<file path="src/rtl/mul_share_arbiter.sv">
// rtl/mul_share_arbiter.sv - round-robin sharing of one iterative multiplier among requesters
module mul_share_arbiter #(
    parameter int  NUM_REQ = 4,
    parameter int  WIDTH   = 32,
    parameter int  TIMEOUT = 64,
    localparam int ID_W    = (NUM_REQ > 1) ? $clog2(NUM_REQ) : 1
) (
    input  logic                     clk,
    input  logic                     rst,
    input  logic [NUM_REQ-1:0]       req_valid,
    output logic [NUM_REQ-1:0]       req_ready,
    input  logic [NUM_REQ*WIDTH-1:0] req_a,
    input  logic [NUM_REQ*WIDTH-1:0] req_b,
    output logic                     resp_valid,
    input  logic                     resp_ready,
    output logic [ID_W-1:0]          resp_id,
    output logic [2*WIDTH-1:0]       resp_product,
    output logic                     resp_overflow,
    output logic                     resp_timeout,
    output logic                     busy,
    output logic                     mul_start,
    output logic [WIDTH-1:0]         mul_multiplicand,
    output logic [WIDTH-1:0]         mul_multiplier,
    input  logic [2*WIDTH-1:0]       mul_product,
    input  logic                     mul_done,
    input  logic                     mul_overflow,
    output logic                     mul_rst
);

    localparam int CNT_W = $clog2(TIMEOUT);

    typedef enum logic [2:0] {
        S_IDLE,
        S_ISSUE,
        S_WAIT,
        S_RECOVER,
        S_RESP
    } state_t;

    state_t             state_q, state_d;
    logic [ID_W-1:0]    rr_ptr;
    logic [ID_W-1:0]    op_id;
    logic [ID_W-1:0]    grant_id;
    logic [ID_W-1:0]    next_ptr;
    logic               grant_found;
    logic [WIDTH-1:0]   op_a, op_b;
    logic [CNT_W-1:0]   wd_cnt;
    logic               rec_cnt;
    logic               timeout_hit;
    logic [2*WIDTH-1:0] res_prod;
    logic               res_ovf, res_tmo;

    // First valid requester at or after rr_ptr, wrapping around.
    always_comb begin
        int idx;
        idx         = 0;
        grant_found = 1'b0;
        grant_id    = '0;
        for (int i = 0; i < NUM_REQ; i++) begin
            idx = int'(rr_ptr) + i;
            if (idx >= NUM_REQ) idx = idx - NUM_REQ;
            if (!grant_found && req_valid[idx]) begin
                grant_found = 1'b1;
                grant_id    = ID_W'(idx);
            end
        end
    end

    assign timeout_hit = (wd_cnt == CNT_W'(TIMEOUT - 1));
    assign next_ptr    = (op_id == ID_W'(NUM_REQ - 1)) ? '0 : op_id + ID_W'(1);

    always_ff @(posedge clk or negedge rst) begin
        if (!rst) state_q <= S_IDLE;
        else      state_q <= state_d;
    end

    always_comb begin
        state_d = state_q;
        case (state_q)
            S_IDLE:    if (grant_found) state_d = S_ISSUE;
            S_ISSUE:   state_d = S_WAIT;
            S_WAIT: begin
                // done takes priority over a coincident watchdog expiry
                if (mul_done)         state_d = S_RESP;
                else if (timeout_hit) state_d = S_RECOVER;
            end
            S_RECOVER: if (rec_cnt) state_d = S_RESP;
            S_RESP:    if (resp_ready) state_d = S_IDLE;
            default:   state_d = S_IDLE;
        endcase
    end

    always_comb begin
        req_ready = '0;
        if (state_q == S_IDLE && grant_found) req_ready[grant_id] = 1'b1;
    end

    assign busy             = (state_q != S_IDLE);
    assign mul_start        = (state_q == S_ISSUE);
    assign mul_rst          = !rst || (state_q == S_RECOVER);
    assign mul_multiplicand = op_a;
    assign mul_multiplier   = op_b;
    assign resp_valid       = (state_q == S_RESP);
    assign resp_id          = op_id;
    assign resp_product     = res_prod;
    assign resp_overflow    = res_ovf;
    assign resp_timeout     = res_tmo;

    always_ff @(posedge clk or negedge rst) begin
        if (!rst) begin
            rr_ptr   <= '0;
            op_id    <= '0;
            op_a     <= '0;
            op_b     <= '0;
            wd_cnt   <= '0;
            rec_cnt  <= 1'b0;
            res_prod <= '0;
            res_ovf  <= 1'b0;
            res_tmo  <= 1'b0;
        end else begin
            case (state_q)
                S_IDLE: begin
                    if (grant_found) begin
                        op_a  <= req_a[grant_id*WIDTH +: WIDTH];
                        op_b  <= req_b[grant_id*WIDTH +: WIDTH];
                        op_id <= grant_id;
                    end
                end
                S_ISSUE: wd_cnt <= '0;
                S_WAIT: begin
                    wd_cnt  <= wd_cnt + CNT_W'(1);
                    rec_cnt <= 1'b0;
                    if (mul_done) begin
                        res_prod <= mul_product;
                        res_ovf  <= mul_overflow;
                        res_tmo  <= 1'b0;
                    end else if (timeout_hit) begin
                        res_prod <= '0;
                        res_ovf  <= 1'b0;
                        res_tmo  <= 1'b1;
                    end
                end
                S_RECOVER: rec_cnt <= 1'b1;
                S_RESP:    if (resp_ready) rr_ptr <= next_ptr;
                default: ;
            endcase
        end
    end

endmodule

</file>
<file path="config.mk">
export PLATFORM = sky130hd
export DESIGN_NAME = mul_share_arbiter
export DESIGN_NICKNAME = d
export VERILOG_FILES = /design/src/rtl/mul_share_arbiter.sv
export SDC_FILE = /design/constraint.sdc
export NUM_CORES = 1
export LEC_CHECK = 0
export ABC_CLOCK_PERIOD_IN_PS = 4200
export CORE_AREA = 8 8 174 176
export DETAILED_ROUTE_END_ITERATION = 16
export DIE_AREA = 0 0 182 184
export MAX_ROUTING_LAYER = met4
export SYNTH_ARGS = -nofsm -noshare
export SYNTH_HDL_FRONTEND = slang
export SYNTH_SLANG_ARGS = --single-unit
</file>
<file path="constraint.sdc">
create_clock -name clk -period 4.2 [get_ports clk]
set_input_delay 1.05 -clock clk [delete_from_list [all_inputs] [get_ports clk]]
set_output_delay 1.05 -clock clk [all_outputs]
set_load 0.005 [all_outputs]
</file>
==> metrics.txt <==
outcome complete, no violations; die height approximately 180 um; Compound-Gate Fraction of Synth Area 0.2014; final setup fails 0; DRT iter0 DRCs around 260; Fmax 241.2 MHz; Worst Slack Setup Final about 0.054 ns; maximum clock insertion buffer count 2; Worst-Margin Slew approximately 1.1 ns; Initial Util 0.2604; Initial DRT Pass Iterations 4; worst r2r dst resp_product[4]$_DFFE_PN0P_; Synth Area in Adders 0.003497; CP Data Required Time approximately 3.2 ns; Final Non-Filler Cells about 1400; worst hold-check path type primary input to async pin; # DRC 0; synth unique cells 33; setup slack at placement 0.09607 ns; post-DP HPWL around 25 mm; H-tree depth 4; type of origin of the critical path primary input; R2R depth 5; clk_skew 0.02392 ns; port buffer count roughly 470; Seq cells post-synth around 140; sequential area share after synthesis 0.5036; max-capacitance violation count 0; Via density slightly below 5; RR Startpoint state_q[2]$_DFFE_PN0P_; initial antenna violation count 6; placed cell area ~12000 um^2; FF-to-FF setup slack about 1.7 ns; syn_nets 928; synthesized instance count between 500 and 600; final worst path period share 0.9871; Rel. slew slack 0.2899; Nets 1373; vias in the first global route 7356; first-pass GRT wire length about 47 mm; IO Count ~470; EDFF count, synth 0; CP endpoint kind primary output; Post-Synth Simple-Gate Area 0.06714; Final ANT Viol Nets 0; Setup crit start req_valid[1]; routed len/inst 23.40 um; Clk Latency, worst-skew pair 0.42 ns; DR vias between 6000 and 7000; top cell type's share of synthesized area 0.5036; CTS Buf Count 17; FILL cells between 2000 and 3000; Ys Warns 0; CP arrival 3.10 ns; leakage approximately 5.4 nW; Crit Path Class primary input to primary output; Avg Synthesized Cell Area around 12 um^2; hold_buf cts 0; final instance area between 10000 and 15000 um^2; GRT Util Overall 0.1940; RePlAce Congestion 0.8125; ys flop type dfrtp_1; num rows between 60 and 70; Core Region 27480 um^2; placed cells about 1400; area grow syn2layout 77.74%; final wirelength between 30 and 40 mm; share of layout cells above drive strength 1 0.07962; maximum VDD drop approximately 0.51 mV; post_cts resized 0; main combinational cell family by area after synthesis compound AO/OA/AOI/OAI gates; Synth area leader dfrtp_1; CTS Sinks around 140; die area roughly 33000 um^2; synth cell count leaders dfrtp_1, mux2i_1, nand2_1, a22o_1, o221ai_1; asr flop ratio synth 1.000; Final min period around 4.1 ns; Die Span X approximately 180 um; total gr overflow 0; power per standard cell area approximately 640 nW/um^2; Final Max Tran Viols 0; RSZ-0062 raised after global routing false; final hold violation count 0; post-synthesis mux area share 0.1852; clk slew on worst S/H paths 0.08 ns; CP Max Fanout 4; count leader, synth dfrtp_1; xor/xnor cell area share of the yosys netlist 0; CTS tree yes; synthesized area approximately 7200 um^2; top cells by area, synth dfrtp_1, mux2i_1, a22o_1, o221ai_2, o221ai_1; TNS Setup 0 ns; clock root cell clkbuf_16; # Post-CTS Setup Buffers 0; largest net degree at the start of global routing 122
## kinds of logic after synthesis
group                      count (synthesis)
AOI/OAI and AO/OA                        150
muxes                                    132
DFF                                      144
and+or+nand+nor                          112
adders and majority gates                  2
buffers and inverters                     57
## through the flow
step,util,hold WS (ns),total power [mW]
final,0.4629,0.4792,8.114
after floorplan,-,0.4560,4.497
after global placement,0.4415,0.4692,6.671
after detailed placement,0.4415,0.4701,6.706
after CTS,0.4623,0.4681,8.251
after global routing,0.4628,0.4793,8.652
## cells in the final DEF, fill, tap and decap left out, types with 2 or more instances in the layout
master | netlist | routed
nor2_1 | 15 | 15
buf_4 | 1 | 10
o221ai_2 | 30 | 30
inv_8 | 0 | 2
clkinv_8 | 0 | 2
nor3b_1 | 2 | 2
clkinv_4 | 0 | 3
and3_1 | 4 | 4
o221ai_1 | 35 | 35
a22o_1 | 66 | 66
a21oi_1 | 4 | 4
dfrtp_1 | 144 | 144
inv_6 | 0 | 6
ha_1 | 2 | 2
nand2_1 | 77 | 77
o21ai_0 | 11 | 10
diode_2 | 0 | 7
mux2i_1 | 129 | 129
inv_1 | 4 | 4
clkbuf_16 | 0 | 17
mux2_2 | 3 | 3
clkdlybuf4s50_1 | 0 | 467
nand2b_1 | 4 | 2
nor2b_1 | 3 | 3
## worst max-delay path by stage
stage / end / slack (ns) / cells after the start
after floorplan: req_ready[0] / 0.87 / 6
after CTS: req_ready[1] / 0.09 / 7
after detailed placement: req_ready[1] / 0.1 / 7
after global routing: req_ready[1] / 0.004 / 7
final: req_ready[1] / 0.05 / 7
after global placement: req_ready[3] / 0.15 / 7
## cell type report
class	count	area [um^2]	area share
timing repair buffer	479	4781	0.3759
inverter	4	15.01	0.001181
tap	346	432.9	0.03404
clock buffer	18	429.2	0.03374
sequential	144	3603	0.2833
multi-input combinational	396	3298	0.2593
clock inverter	14	141.4	0.01112
antenna	7	17.52	0.001377
## report_power, final
part / internal [mW] / total (mW) / switching [mW]
Combinational: 2.34 / 4.18 / 1.83
Sequential: 2.04 / 2.46 / 0.412
Clock: 0.790 / 1.48 / 0.693
Total: 5.18 / 8.11 / 2.94
## sequential cells by signal (all words and copies together) (netlist names)
name              cells
mul_multiplier       32
resp_product         64
mul_multiplicand     32
state_q               3
resp_timeout          1
rec_cnt               1
rr_ptr                2
resp_overflow         1
resp_id               2
wd_cnt                6
## worst max-delay path: stages
cell	delay, ns
clkdlybuf4s50_1	0.54
nand2b_1	0.15
a21boi_0	0.21
o221ai_1	0.23
or2_4	0.31
nor2_1	0.09
clkdlybuf4s50_1	0.51
## per-layer routing
metal	vias up	share of wire	track usage
met2	309	0.49	0.3179
met3	21	0.088	0.06700
met1	3318	0.40	0.2209
met5	-	0	-
li1	3173	-	-
met4	0	0.016	0.06166
No activity file was read; power rests on OpenSTA's default activity.
